===== config.mk =====
export PLATFORM = sky130hd
export DESIGN_NAME = inst_fetch
export DESIGN_NICKNAME = d
export VERILOG_FILES = /design/src/rtl/inst_fetch.sv
export SDC_FILE = /design/constraint.sdc
export NUM_CORES = 1
export LEC_CHECK = 0
export CELL_PAD_IN_SITES_DETAIL_PLACEMENT = 0
export CELL_PAD_IN_SITES_GLOBAL_PLACEMENT = 1
export CORE_AREA = 2 2 100 198
export CTS_BUF_LIST = sky130_fd_sc_hd__clkbuf_8
export DETAILED_ROUTE_END_ITERATION = 8
export DIE_AREA = 0 0 102 200
export PLACE_DENSITY = 0.8
export SYNTH_ARGS = -nofsm -noshare
export SYNTH_HDL_FRONTEND = slang
export SYNTH_SLANG_ARGS = --single-unit

===== constraint.sdc =====
create_clock -name clk -period 2.5 [get_ports clk]
set_input_delay 0.625 -clock clk [delete_from_list [all_inputs] [get_ports clk]]
set_output_delay 0.625 -clock clk [all_outputs]
set_load 0.01 [all_outputs]

===== src/rtl/inst_fetch.sv =====
// ============================================================================
// inst_fetch
//   Instruction-fetch stage feeding the IF/ID pipeline register. It fetches
//   one 32-bit little-endian instruction one byte per cycle over a shared
//   8-bit memory port, presents it with its PC, and holds it while IF/ID is
//   stalled. A branch/jump from EX redirects the PC and flushes any partly
//   assembled instruction.
//
//   Ports
//     clk              clock, rising edge
//     rst              asynchronous reset, active low
//     rdy              global run enable (low = frozen, no memory request)
//     stall_i          IF/ID will not capture this edge
//     branch_i         one-cycle redirect pulse from EX
//     branch_target_i  redirect PC
//     mem_grant_i      arbiter serves this cycle's fetch request
//     mem_data_i       byte for the address granted in the previous cycle
//     mem_req_o        fetch requests the memory port
//     mem_addr_o       requested byte address (pc + issue_idx)
//     if_pc/if_inst    presented instruction and its PC
//     if_valid         if_pc/if_inst hold a complete instruction
//
//   Revision: 1.0  initial release
// ============================================================================
`default_nettype none

module inst_fetch #(
  parameter int                ADDR_W   = 32,
  parameter logic [ADDR_W-1:0] RESET_PC = '0
) (
  input  logic              clk,
  input  logic              rst,
  input  logic              rdy,
  input  logic              stall_i,
  input  logic              branch_i,
  input  logic [ADDR_W-1:0] branch_target_i,
  input  logic              mem_grant_i,
  input  logic [7:0]        mem_data_i,
  output logic              mem_req_o,
  output logic [ADDR_W-1:0] mem_addr_o,
  output logic [ADDR_W-1:0] if_pc,
  output logic [31:0]       if_inst,
  output logic              if_valid
);

  typedef enum logic [1:0] {
    S_ISSUE = 2'd0,
    S_WAIT  = 2'd1,
    S_HOLD  = 2'd2
  } state_t;

  state_t            state, state_n;
  logic [ADDR_W-1:0] pc, pc_n;
  logic [2:0]        issue_idx, issue_n;
  logic [2:0]        recv_idx, recv_n;
  logic              rx_pend, rx_pend_n;
  logic [23:0]       shift_buf, buf_n;
  logic [ADDR_W-1:0] if_pc_n;
  logic [31:0]       if_inst_n;
  logic              if_valid_n;

  // Request is gated by reset as well so the port is quiet while held in reset.
  assign mem_req_o  = rst & rdy & (state == S_ISSUE);
  assign mem_addr_o = pc + {{(ADDR_W-3){1'b0}}, issue_idx};

  always_comb begin
    state_n    = state;
    pc_n       = pc;
    issue_n    = issue_idx;
    recv_n     = recv_idx;
    rx_pend_n  = 1'b0;
    buf_n      = shift_buf;
    if_pc_n    = if_pc;
    if_inst_n  = if_inst;
    if_valid_n = if_valid;

    if (branch_i) begin
      // Redirect wins over everything, including a capture in HOLD. Any
      // byte granted this cycle is orphaned by leaving rx_pend_n low.
      pc_n       = branch_target_i;
      state_n    = S_ISSUE;
      issue_n    = 3'd0;
      recv_n     = 3'd0;
      if_valid_n = 1'b0;
    end else begin
      rx_pend_n = mem_req_o & mem_grant_i;

      // Bytes 0..2 are buffered; byte 3 goes straight into if_inst below.
      if (rx_pend) begin
        case (recv_idx)
          3'd0:    buf_n[7:0]   = mem_data_i;
          3'd1:    buf_n[15:8]  = mem_data_i;
          3'd2:    buf_n[23:16] = mem_data_i;
          default: ;
        endcase
        recv_n = recv_idx + 3'd1;
      end

      case (state)
        S_ISSUE: begin
          if (mem_grant_i) begin
            issue_n = issue_idx + 3'd1;
            if (issue_idx == 3'd3) state_n = S_WAIT;
          end
        end
        S_WAIT: begin
          if (rx_pend && (recv_idx == 3'd3)) begin
            if_inst_n  = {mem_data_i, shift_buf};
            if_pc_n    = pc;
            if_valid_n = 1'b1;
            state_n    = S_HOLD;
          end
        end
        S_HOLD: begin
          if (!stall_i) begin
            pc_n       = pc + {{(ADDR_W-3){1'b0}}, 3'd4};
            issue_n    = 3'd0;
            recv_n     = 3'd0;
            if_valid_n = 1'b0;
            state_n    = S_ISSUE;
          end
        end
        default: state_n = S_ISSUE;
      endcase
    end
  end

  always_ff @(posedge clk or negedge rst) begin
    if (!rst) begin
      state     <= S_ISSUE;
      pc        <= RESET_PC;
      issue_idx <= 3'd0;
      recv_idx  <= 3'd0;
      rx_pend   <= 1'b0;
      shift_buf <= '0;
      if_pc     <= '0;
      if_inst   <= '0;
      if_valid  <= 1'b0;
    end else if (rdy) begin
      state     <= state_n;
      pc        <= pc_n;
      issue_idx <= issue_n;
      recv_idx  <= recv_n;
      rx_pend   <= rx_pend_n;
      shift_buf <= buf_n;
      if_pc     <= if_pc_n;
      if_inst   <= if_inst_n;
      if_valid  <= if_valid_n;
    end
  end

endmodule

`default_nettype wire


# Word level (Yosys, flattened, before mapping)
# Index checks and enable logic that the tools add are counted.
# totals
out_inout_bits,98
register_bits,130
wordCells,66
# op_classes
n_reduce_logical,14
n_mux,22
n_bitwise,4
n_addsub,4
eq_ne,11
# op_table
op,n
2-to-1 mux 32 bit,3
adder 32 x 3 -> 32 bit,1
adder 32 x 3 -> 32 bit (second input constant),1
AND reduction 4 bit,6
2-to-1 mux 3 bit,7
2-to-1 mux 2 bit,5
== test 3 x 2 -> 1 bit (second input constant),3
inequality test 3 bit (second input constant),3
adder 3 x 1 -> 3 bit (second input constant),2
case mux 2 bit (3 select lines),1
case mux 3 bit (2 select lines),1
nonzero test 3 bit,2
AND reduction 5 bit,1
2-to-1 mux 1 bit,4
bitwise AND 1 bit,3
== test 3 x 1 -> 1 bit (second input constant),1
zero test 3 bit,1
inequality test 3 x 2 -> 1 bit (second input constant),1
AND reduction 3 bit,1
== test 2 x 1 -> 1 bit (second input constant),1
== test 2 bit (second input constant),1
zero test 2 bit,1
inequality test 2 x 1 -> 1 bit (second input constant),1
case mux 1 bit (2 select lines),1
3 further kinds,3

# Longest topological paths before layout
# Gate-level depths: netlist of run 1.
# logic_depth
ltp_word,5
mapped_depth,7
mapped_depth_nobuf,6

# Least setup slack after synthesis of run 1
# OpenSTA, ideal clock, no wires.
# synth_timing
kind,register to output
from,register pc[2]
to,output mem_addr_o[18]
setup_slack_ns,-0.134
path_stages_with_launch,7
arrival_ns,2.009
required_time_ns,1.875
cell_sequence,dfrtp_1 > ha_1 > a21oi_1 > or4_1 > buf_6 > nor3_1 > xor2_1
# synth_between
elab_chain_cells,1
# synth_rtl
element,line,source
"start, declared",53,"logic [ADDR_W-1:0] pc, pc_n;"
"start signal, assigned",141,pc <= pc_n;
adder 32 x 3 -> 32 bit,64,"assign mem_addr_o = pc + {{(ADDR_W-3){1'b0}}, issue_idx};"
"end, declared",40,"output logic [ADDR_W-1:0] mem_addr_o,"
# No other way between the ends.

# Worst setup path in the final report of run 1
# layout_timing
from,register issue_idx[0]
to,output mem_addr_o[16]
# layout_between
elab_chain_cells,1
# layout_rtl
element,line,source
"start, declared",54,"logic [2:0] issue_idx, issue_n;"
"start signal, assigned",142,issue_idx <= issue_n;
adder 32 x 3 -> 32 bit,64,
# No other way between the ends.

==> results of run 1 <==
[layer usage]
metal / GRT usage, % / wire length, um / vias to the layer above
met4: 16.6 / 1640 / 0
met5: 0 / 0 / -
met3: 3.66 / 1010 / 78
met1: 23.9 / 8050 / 2950
met2: 39.4 / 11800 / 241
li1: - / - / 2746
[flip-flops by register name, summed over array words and instances (netlist names)]
signal,cells
rx_pend,1
if_valid,1
shift_buf,24
recv_idx,3
if_pc,32
pc,32
if_inst,32
issue_idx,3
state,2
[power by group through the flow]
stage	registers (mW)	logic (mW)	clock network, mW
2_1_floorplan	2.36	0.670	0
3_3_place_gp	2.38	1.32	0
3_5_place_dp	2.39	1.34	0
4_1_cts	2.35	1.37	2.07
5_1_grt	2.38	1.53	2.14
6_report	2.36	1.42	2.02
[cell type report]
type                    instances  area, um2
flip-flops and latches        130       3250
fillers                      1730       9040
multi-input cells             431       3480
inverters                      15       56.3
clock buffers                  17        234
repair buffers                258       2240
clock inverters                15        209
well taps                     255        319
[per-stage QoR]
step	instance area (um2)	util [%]	TNS, ps	hold slack, ps
after global placement	9160	48.6	-20460	476
final	9790	52.0	-13950	359
after CTS	9690	51.5	-13110	394
after floorplan	6880	-	-164	329
after detailed placement	9160	48.6	-21990	488
after global routing	9790	52.0	-16830	413
[worst paths after layout]
path                              start              to  slack (ps)  cells after the start
min reg2reg                   if_pc[15]       if_pc[15]         500                      1
max reg2reg                 recv_idx[0]       if_pc[22]         430                      6
min in group clk              if_pc[15]       if_pc[15]         500                      1
max                        issue_idx[0]  mem_addr_o[16]        -650                      9
min                                 rst   shift_buf[18]         360                      2
max in group asynchronous           rst      if_inst[6]        1600                      2
[cells in the final DEF, fill, tap and decap left out, types with 5 or more instances in the layout]
cell type,Yosys,layout
sky130_fd_sc_hd__clkdlybuf4s50_1,0,109
sky130_fd_sc_hd__a211oi_1,11,10
sky130_fd_sc_hd__nor3_1,27,20
sky130_fd_sc_hd__xnor2_1,20,14
sky130_fd_sc_hd__nand3_2,3,5
sky130_fd_sc_hd__buf_6,6,8
sky130_fd_sc_hd__ha_1,11,8
sky130_fd_sc_hd__nor4_1,10,10
sky130_fd_sc_hd__buf_2,25,30
sky130_fd_sc_hd__clkinv_4,0,5
sky130_fd_sc_hd__and3_1,9,9
sky130_fd_sc_hd__mux2_2,88,88
sky130_fd_sc_hd__nand2_1,35,33
sky130_fd_sc_hd__buf_4,4,102
sky130_fd_sc_hd__nor3_2,2,6
sky130_fd_sc_hd__a31oi_1,5,5
sky130_fd_sc_hd__o31ai_1,5,5
sky130_fd_sc_hd__xor2_1,10,8
sky130_fd_sc_hd__a21oi_1,21,19
sky130_fd_sc_hd__nand4_1,23,23
sky130_fd_sc_hd__dfrtp_1,130,130
sky130_fd_sc_hd__nand3_1,21,18
sky130_fd_sc_hd__buf_12,0,5
sky130_fd_sc_hd__clkbuf_8,0,17
sky130_fd_sc_hd__xnor2_2,0,6
sky130_fd_sc_hd__nor2_1,28,26
sky130_fd_sc_hd__inv_1,15,16
sky130_fd_sc_hd__o21ai_0,29,29
[cells by family (layout without fill, tap and decap cells)]
kind of cell	Yosys count	after routing	share of synthesized area (%)
DFF	130	130	47.6
xor gates and xnor gates	30	30	3.84
and+or+nand+nor	190	190	15.9
AOI/OAI and AO/OA	108	108	10.4
buffers and inverters	67	305	5.02
adders and majority gates	12	12	2.31
muxes	91	91	15.0
[what timing repair did]
item / 4_1_cts / 5_1_grt
pin swaps: 25 / 17
gates cloned: 1 / 0
resized for setup: 151 / 19
endpoints found under the setup margin: 32 / 31
setup buffers: 7 / 8
==> reports/metrics.yaml, run 1 <==
timing.critical_path.max_delay_family: "simple AND/OR/NAND/NOR gates"
final_report_max_slew_violation_count: 0
power.leakage_nw: 4.40
timing.final.ws_setup_ps: -649
p_sw_mw: 1.78
source_to_sink_clock_delay_at_the_later_pin_of_the_worst_skew_pair_ps: 460
ys_async_sr_fraction_pct: 100
gp_congestion: 0.900
cts.root.buffer_cell: "sky130_fd_sc_hd__clkbuf_8"
start_util_pct: 36.3
floorplan.die_area_um2: 20400
drt-wirelength-per-cell_um: 20.0
worst_path_max_delay_cell: "sky130_fd_sc_hd__or4_4"
ys_types: 64
final_routed_wirelength_mm: 22.5
startpoint_type: "flip-flop"
sequentialPowerShare_pct: 40.7
p_sw_share_pct: 30.7
grt_pass1_wl_mm: 34.6
hp-class: "primary input to async pin"
critical_path_endpoint_category: "output pin"
maximum_ir_drop_on_the_vdd_rail_mv: 0.313
synth_top_flop_cell: "sky130_fd_sc_hd__dfrtp_1"
timing.final.hold_violations: 0
timing.critical_path.required_ps: 1880
place_inst: 1076
dp_slack_ps: -695
first_global_vias: 6334
placement_rows: 71
synth_common_cells: "sky130_fd_sc_hd__dfrtp_1 (130), sky130_fd_sc_hd__mux2_2 (88), sky130_fd_sc_hd__nand2_1 (35)"
areaGrowthSynthToFinish_pct: 43.3
initialDrtViolationCount: 309
clk_pin_slew_worst_paths_ps: 80
dp_hpwl_mm: 16.5
synth.ff_latch_count: 130
critPathMaxStageDelay_ps: 430
clock_tree_from_tritoncts: "built"
setup.worst_path.class: "flip-flop to output pin"
cp.arrival_ps: 2520
num-nets-final: 911
pwr_density_cell_nw_per_um2: 591
layoutNonFillerInstCount: 1121
diodes: 0
comb_power_share_pct: 24.5
worst_slew_pin_slew_ps: 718
hold_buffers: 0
cts-htree-levels: 4
path_max_fanout: 7
dr.pass1.iters: 5
synthMostInstantiatedCell: "sky130_fd_sc_hd__dfrtp_1"
share_of_cells_above_drive_strength_1_pct: 36.1
run_status: "finished, violations left"
ys_seq_area_share_pct: 47.6
power.clock.fraction_pct: 34.8
synth.largest_area_cell: "sky130_fd_sc_hd__dfrtp_1"
count_of_flip_flops_with_a_built_in_enable_after_synthesis: 0
cts_made_buffers: 17
setup-violations-final: 29
fp.dieW_um: 102
global_route.overflow_total: 0
worst_clock_skew_ps: 16.1
report.power.total_mw: 5.79
timing.max_slew.rel_slack_pct: 52.1
number_of_antenna_violations_at_the_first_check_in_global_routing: 0
syn_nets: 686
clock_path_buffers: 2
boundaryPins: 144
cp_num_buf_inv: 3
fin_crit_ps: 3150
failed_checks: "negative setup slack"
grtUsageTotal_pct: 22.6
post_drt_via_cell_ratio: 5.37
drc_errors: 0
postRouteAntennaNets: 0
drv_cap: 0
post_synth_main_area_contributors: "sky130_fd_sc_hd__dfrtp_1 (48%), sky130_fd_sc_hd__mux2_2 (15%), sky130_fd_sc_hd__xnor2_1 (2.6%)"
port_buffers: 143
setup_repair_after_global_routing_missed_its_margin: "yes"
num_vias: 6015
synth_top_area_share_pct: 47.6
power.internal_mw: 4.01
grt_start_max_net_pins: 131
clock_sinks: 130
synth-warning-count: 0
design.core.area_um2: 18800
worstPathCellList: "ha_4 -> fa_2 -> a21oi_4 -> or4_4 -> buf_12 -> buf_4 -> nor2_4 -> xor2_1 -> buf_2"
min_period_over_period_pct: 126
synth.avg_cell_area_um2: 10.9
netlist_instances: 628
fmax_mhz: 318
netlist_area_um2: 6830
die_y_um: 200
(Power assumes the default switching activity.)
==> inputs of run 2 (changes only) <==
--- a/config.mk
+++ b/config.mk
@@ -11,7 +11,9 @@
 export CTS_BUF_LIST = sky130_fd_sc_hd__clkbuf_8
 export DETAILED_ROUTE_END_ITERATION = 8
 export DIE_AREA = 0 0 102 200
+export GPL_ROUTABILITY_DRIVEN = 0
 export PLACE_DENSITY = 0.8
+export RECOVER_POWER = 50
 export SYNTH_ARGS = -nofsm -noshare
 export SYNTH_HDL_FRONTEND = slang
 export SYNTH_SLANG_ARGS = --single-unit
==> reports/metrics.yaml, run 2 (synthesized netlist as in run 1, its figures left out) <==
run_status: "finished, violations left"
failed_checks: "max-capacitance violations, max-slew violations, negative setup slack"
multi_input_area_um2: 3440  # -1.4%
num-nets-final: 909  # -0.22%
design.core.area_um2: 18800  # unchanged
commonest_non_fill_non_tap_cell_in_the_layout: "sky130_fd_sc_hd__dfrtp_1"
floorplan.die_area_um2: 20400  # unchanged
layoutNonFillerInstCount: 1118  # -0.27%
hold_buffers: 0  # unchanged
report.power.total_mw: 5.71  # -1.3%
hold_slack_ps: 503  # +143 ps
fin_crit_ps: 3130  # -22.9 ps
grt_pass1_wl_mm: 33.6  # -2.9%
initialDrtViolationCount: 318  # +2.9%
pwr_density_cell_nw_per_um2: 588  # -0.50%
cts_made_buffers: 17  # unchanged
dp_hpwl_mm: 16.1  # -2.9%
p_sw_mw: 1.70  # -4.5%
fillers: 1715  # -0.87%
hp-class: "flip-flop to flip-flop"
dr.pass1.iters: 5  # unchanged
timing.max_slew.rel_slack_pct: -20.6  # -73 points
number_of_antenna_violations_at_the_first_check_in_global_routing: 0  # unchanged
biggestRegsByFlops: "if_inst x32, if_pc x32, pc x32"
drv_cap: 1  # +1
port_buffers: 143  # unchanged
min_period_over_period_pct: 125  # -0.92 points
comb_power_share_pct: 23.8  # -0.7 points
power.clock.fraction_pct: 34.9  # about the same
final_util_pct: 51.6  # -0.44 points
global_route.overflow_total: 0  # unchanged
power.leakage_nw: 4.41  # +0.36%
fp.dieW_um: 102  # unchanged
setup-violations-final: 146  # +400%
setup.worst_path.class: "flip-flop to output pin"
path_max_fanout: 7  # unchanged
post-route-cell-area_um2: 9710  # -0.84%
drt-wirelength-per-cell_um: 19.6  # -2.1%
critical_path_endpoint_category: "output pin"
timing.final.hold_violations: 0  # unchanged
placement_rows: 71  # unchanged
p_sw_share_pct: 29.7  # -0.99 points
clock_sinks: 130  # unchanged
diodes: 0  # unchanged
sequential_cell_area_um2: 3250  # unchanged
timing.final.ws_setup_ps: -626  # +22.9 ps
clock_tree_from_tritoncts: "built"
cts.root.buffer_cell: "sky130_fd_sc_hd__clkbuf_8"
sequentialPowerShare_pct: 41.3  # +0.6 points
first_global_vias: 6332  # -0.032%
worst_slew_pin_slew_ps: 1810  # +1090 ps
fmax_mhz: 320  # +0.73%
post_drt_via_cell_ratio: 5.41  # +0.80%
start_util_pct: 36.3  # unchanged
cts-htree-levels: 4  # unchanged
die_y_um: 200  # unchanged
timing.critical_path.required_ps: 1880  # about the same
clk_pin_slew_worst_paths_ps: 70  # about the same
cp.arrival_ps: 2500  # -20 ps
postRouteAntennaNets: 0  # unchanged
clock_path_buffers: 2  # unchanged
drc_errors: 0  # unchanged
power.internal_mw: 4.02  # about the same
maximum_ir_drop_on_the_vdd_rail_mv: 0.316  # +1.1%
num_vias: 6047  # +0.53%
setup_repair_after_global_routing_missed_its_margin: "yes"
areaGrowthSynthToFinish_pct: 42.1
final_routed_wirelength_mm: 21.9  # -2.3%
place_inst: 1075  # -0.093%
worst_clock_skew_ps: 11.0  # -5.06 ps
source_to_sink_clock_delay_at_the_later_pin_of_the_worst_skew_pair_ps: 450  # about the same
share_of_cells_above_drive_strength_1_pct: 35.2  # -0.92 points
boundaryPins: 144  # unchanged
grt_start_max_net_pins: 131  # unchanged
place_area_um2: 9160  # about the same
layout_common_cells: "sky130_fd_sc_hd__dfrtp_1 (130), sky130_fd_sc_hd__clkdlybuf4s50_1 (96), sky130_fd_sc_hd__buf_4 (94)"
startpoint_type: "flip-flop"
final_report_max_slew_violation_count: 131  # +131
grtUsageTotal_pct: 21.8  # -0.73 points
## run 2: changes by cell type in the layout (fill, tap and decap cells not counted), sizes merged
cell           delta
clkdlybuf4s50    -13
dlygate4sd3      +13
buf               -7
clkbuf            +7
inv               -2
clkinv            -1
## run 2: power groups by stage
stage / registers (mW) / logic, mW / clock network (mW)
floorplan: 2.36 / 0.670 / 0
global placement: 2.38 / 1.32 / 0
detailed placement: 2.40 / 1.34 / 0
CTS: 2.35 / 1.34 / 2.05
global route: 2.37 / 1.46 / 2.12
finish: 2.36 / 1.36 / 1.99
## run 2: repair_timing
| item | 4_1_cts | 5_1_grt |
|---|---|---|
| setup endpoints to repair | 32 | 31 |
| buffers inserted | 6 | 7 |
| resized for setup | 156 | 9 |
| pin swaps | 22 | 10 |
| cloned | 1 | 0 |
## run 2: cell type report
class	instances	share of cell area [%]
multi-input combinational	431	35.4
sequential	130	33.5
timing repair buffer	256	22.7
inverter	15	0.580
clock inverter	12	1.86
clock buffer	19	2.69
tap	255	3.29
## run 2: stage by stage
stage / setup TNS (ps) / setup slack, ps
3_5_place_dp: -20870 / -714
2_1_floorplan: -164 / -92.1
5_1_grt: -51760 / -712
6_report: -36850 / -626
3_3_place_gp: -18780 / -670
4_1_cts: -12450 / -663
## run 2: worst max-delay path, cell delays in order (launching register included)
cell                      delay, ps
sky130_fd_sc_hd__dfrtp_1        360
sky130_fd_sc_hd__ha_2           200
sky130_fd_sc_hd__fa_2           220
sky130_fd_sc_hd__a21oi_2         70
sky130_fd_sc_hd__or4_4          500
sky130_fd_sc_hd__buf_12         170
sky130_fd_sc_hd__buf_4          140
sky130_fd_sc_hd__nor3_4         110
sky130_fd_sc_hd__xor2_1         140
sky130_fd_sc_hd__buf_2          150
## run 2: path summary, 6_finish.rpt
kind / from / endpoint / slack [ps] / cells past startpoint
max in group asynchronous: rst / if_inst[30] / 320 / 2
max: issue_idx[0] / mem_addr_o[20] / -630 / 9
min in group asynchronous: rst / if_pc[23] / 1050 / 2
max reg2reg: recv_idx[0] / if_inst[19] / 420 / 6
min reg2reg: shift_buf[16] / if_inst[16] / 500 / 1
min: shift_buf[16] / if_inst[16] / 500 / 1
## run 2: metal layers
metal  vias to the layer above  global-route usage, %  wire length, um
met5                         -                      0                0
met4                         0                   14.0             1040
met3                        60                   3.66             1090
met2                       246                   40.1            12100
met1                      2989                   22.2             7690
li1                       2752                      -                -
==> inputs of run 3 (changes only) <==
--- a/config.mk
+++ b/config.mk
@@ -7,10 +7,10 @@
 export LEC_CHECK = 0
 export CELL_PAD_IN_SITES_DETAIL_PLACEMENT = 0
 export CELL_PAD_IN_SITES_GLOBAL_PLACEMENT = 1
-export CORE_AREA = 2 2 100 198
+export CORE_AREA = 5 5 103 201
 export CTS_BUF_LIST = sky130_fd_sc_hd__clkbuf_8
 export DETAILED_ROUTE_END_ITERATION = 8
-export DIE_AREA = 0 0 102 200
+export DIE_AREA = 0 0 108 206
 export GPL_ROUTABILITY_DRIVEN = 0
 export PLACE_DENSITY = 0.8
 export RECOVER_POWER = 50
==> reports/metrics.yaml, run 3 (synthesized netlist as in run 1, its figures left out) <==
worstPathCellList: "ha_4 -> fa_2 -> a21oi_2 -> or4_4 -> buf_12 -> nor4b_4 -> xnor2_2 -> buf_2"
first_global_vias: 6350  # +0.28%
layout_common_cells: "sky130_fd_sc_hd__dfrtp_1 (130), sky130_fd_sc_hd__clkdlybuf4s50_1 (103), sky130_fd_sc_hd__buf_4 (96)"
p_sw_mw: 1.74  # +2.9%
setup.worst_path.class: "flip-flop to output pin"
final_routed_wirelength_mm: 22.3  # +1.5%
drt-wirelength-per-cell_um: 19.9  # +1.2%
boundaryPins: 144  # unchanged
diodes: 0  # unchanged
critical_path_endpoint_category: "output pin"
timing.critical_path.max_delay_family: "simple AND/OR/NAND/NOR gates"
biggestRegsByFlops: "if_inst x32, if_pc x32, pc x32"
timing.critical_path.required_ps: 1880  # about the same
num-nets-final: 911  # +0.22%
report.power.total_mw: 5.59  # -2.1%
start_util_pct: 36.3  # unchanged
pwr_density_cell_nw_per_um2: 572  # -2.8%
clock_sinks: 130  # unchanged
hp-class: "flip-flop to flip-flop"
worst_clock_skew_ps: 9.31  # -1.70 ps
dp_hpwl_mm: 16.7  # +3.8%
hold_slack_ps: 505  # +2.05 ps
areaGrowthSynthToFinish_pct: 43.1
drc_errors: 0  # unchanged
die_y_um: 206  # +3.0%
timing.final.ws_setup_ps: -643  # -17.7 ps
commonest_non_fill_non_tap_cell_in_the_layout: "sky130_fd_sc_hd__dfrtp_1"
grt_start_max_net_pins: 131  # unchanged
final_util_pct: 51.9  # +0.39 points
fin_crit_ps: 3140  # +17.7 ps
cp.arrival_ps: 2520  # +20 ps
sequentialPowerShare_pct: 42.2  # +0.9 points
floorplan.die_area_um2: 22200  # +9.1%
timing.max_slew.rel_slack_pct: -20.6  # about the same
port_buffers: 143  # unchanged
startpoint_type: "flip-flop"
number_of_antenna_violations_at_the_first_check_in_global_routing: 0  # unchanged
post_drt_via_cell_ratio: 5.32  # -1.7%
min_period_over_period_pct: 126  # +0.71 points
maximum_ir_drop_on_the_vdd_rail_mv: 0.308  # -2.7%
num_vias: 5960  # -1.4%
timing.critical_path.from: "issue_idx[0]"
cts-htree-levels: 4  # unchanged
share_of_cells_above_drive_strength_1_pct: 36.1  # +0.92 points
power.internal_mw: 3.85  # -4.2%
grt_pass1_wl_mm: 34.3  # +2.2%
global_route.overflow_total: 0  # unchanged
place_area_um2: 9180  # +0.25%
worst_slew_pin_slew_ps: 1810  # +0.0185 ps
clock_path_buffers: 2  # unchanged
hold_buffers: 0  # unchanged
source_to_sink_clock_delay_at_the_later_pin_of_the_worst_skew_pair_ps: 450  # about the same
clk_pin_slew_worst_paths_ps: 80  # about the same
worst_path_max_delay_cell: "sky130_fd_sc_hd__or4_4"
design.core.area_um2: 18800  # unchanged
dr.pass1.iters: 4  # -1
comb_power_share_pct: 24.7  # +0.9 points
hp-start: "if_pc[16]"
fmax_mhz: 318  # -0.56%
failed_checks: "max-capacitance violations, max-slew violations, negative setup slack"
drv_cap: 1  # unchanged
reg2reg_from: "pc[2]"
power.clock.fraction_pct: 33.1  # -1.8 points
cts_made_buffers: 17  # unchanged
placement_rows: 71  # unchanged
setup_repair_after_global_routing_missed_its_margin: "yes"
critPathMaxStageDelay_ps: 490  # about the same
run_status: "finished, violations left"
post-route-cell-area_um2: 9780  # +0.75%
path_max_fanout: 7  # unchanged
cts.root.buffer_cell: "sky130_fd_sc_hd__clkbuf_8"
final_report_max_slew_violation_count: 131  # unchanged
cp_num_buf_inv: 2  # -1
grtUsageTotal_pct: 20.3  # -1.6 points
power.leakage_nw: 4.42  # +0.11%
fp.dieW_um: 108  # +5.9%
p_sw_share_pct: 31.2  # +1.5 points
postRouteAntennaNets: 0  # unchanged
setup-violations-final: 77  # -47%
timing.final.hold_violations: 0  # unchanged
initialDrtViolationCount: 297  # -6.6%
clock_tree_from_tritoncts: "built"
[run 3: cell types whose count changed in the layout (fill, tap and decap cells not counted), sizes merged]
cell	change
buf	+2
bufinv	-2
clkbuf	+1
clkdlybuf4s15	-1
clkdlybuf4s50	+7
clkinv	-1
clkinvlp	+2
dlygate4sd3	-7
inv	+2
[run 3: repair_timing]
item	4_1_cts	5_1_grt
cloned	0	0
hold endpoints to repair	0	0
endpoints found under the setup margin	32	31
pin swaps	18	22
gates resized for setup	151	29
buffers inserted	2	11
[run 3: area by class of cell]
cell class | instances | area (um2)
Clock buffer | 19 | 262
Multi-Input combinational cell | 431 | 3520
Clock inverter | 13 | 151
Tap cell | 255 | 319
Timing Repair Buffer | 258 | 2220
Inverter | 15 | 56.3
Sequential cell | 130 | 3250
Fill cell | 1723 | 9050
[run 3: routing by layer]
layer | vias to the layer above | global-route usage (%) | part of all wire [%]
li1 | 2754 | - | -
met1 | 2925 | 20.9 | 36
met4 | 0 | 12.3 | 5.4
met5 | - | 0 | 0
met3 | 58 | 4.00 | 4.5
met2 | 223 | 37.0 | 54
[run 3: power groups by stage]
stage | Sequential [mW] | Clock, mW | Combinational [mW]
floorplan | 2.36 | 0 | 0.670
global placement | 2.38 | 0 | 1.33
detailed placement | 2.40 | 0 | 1.35
CTS | 2.36 | 1.90 | 1.34
global route | 2.37 | 2.00 | 1.49
finish | 2.36 | 1.85 | 1.38
[run 3: worst reg2reg max path, stage by stage (launching register included)]
cell,delay [ps]
sky130_fd_sc_hd__dfrtp_1,420
sky130_fd_sc_hd__buf_4,130
sky130_fd_sc_hd__buf_4,130
sky130_fd_sc_hd__ha_1,210
sky130_fd_sc_hd__nand2_1,160
sky130_fd_sc_hd__nor3_1,490
sky130_fd_sc_hd__a311oi_1,170
sky130_fd_sc_hd__or3b_1,400
[run 3: final timing paths]
| check | endpoint | slack, ps | cells after the start |
|---|---|---|---|
| worst max-delay path | mem_addr_o[26] | -640 | 8 |
| worst min-delay path | if_pc[16] | 500 | 1 |
| worst max register to register | pc[26] | 260 | 7 |
| worst min register to register | if_pc[16] | 500 | 1 |
| max in group asynchronous | if_inst[1] | 280 | 2 |
| min in group asynchronous | if_pc[20] | 1100 | 2 |
[run 3: stage by stage]
step	worst slack (ps)	std cells	setup TNS, ps
floorplan	-92.1	628	-164
global placement	-677	1078	-15140
detailed placement	-694	1078	-16790
CTS	-659	1111	-11260
global route	-754	1121	-32850
finish	-643	1121	-20860
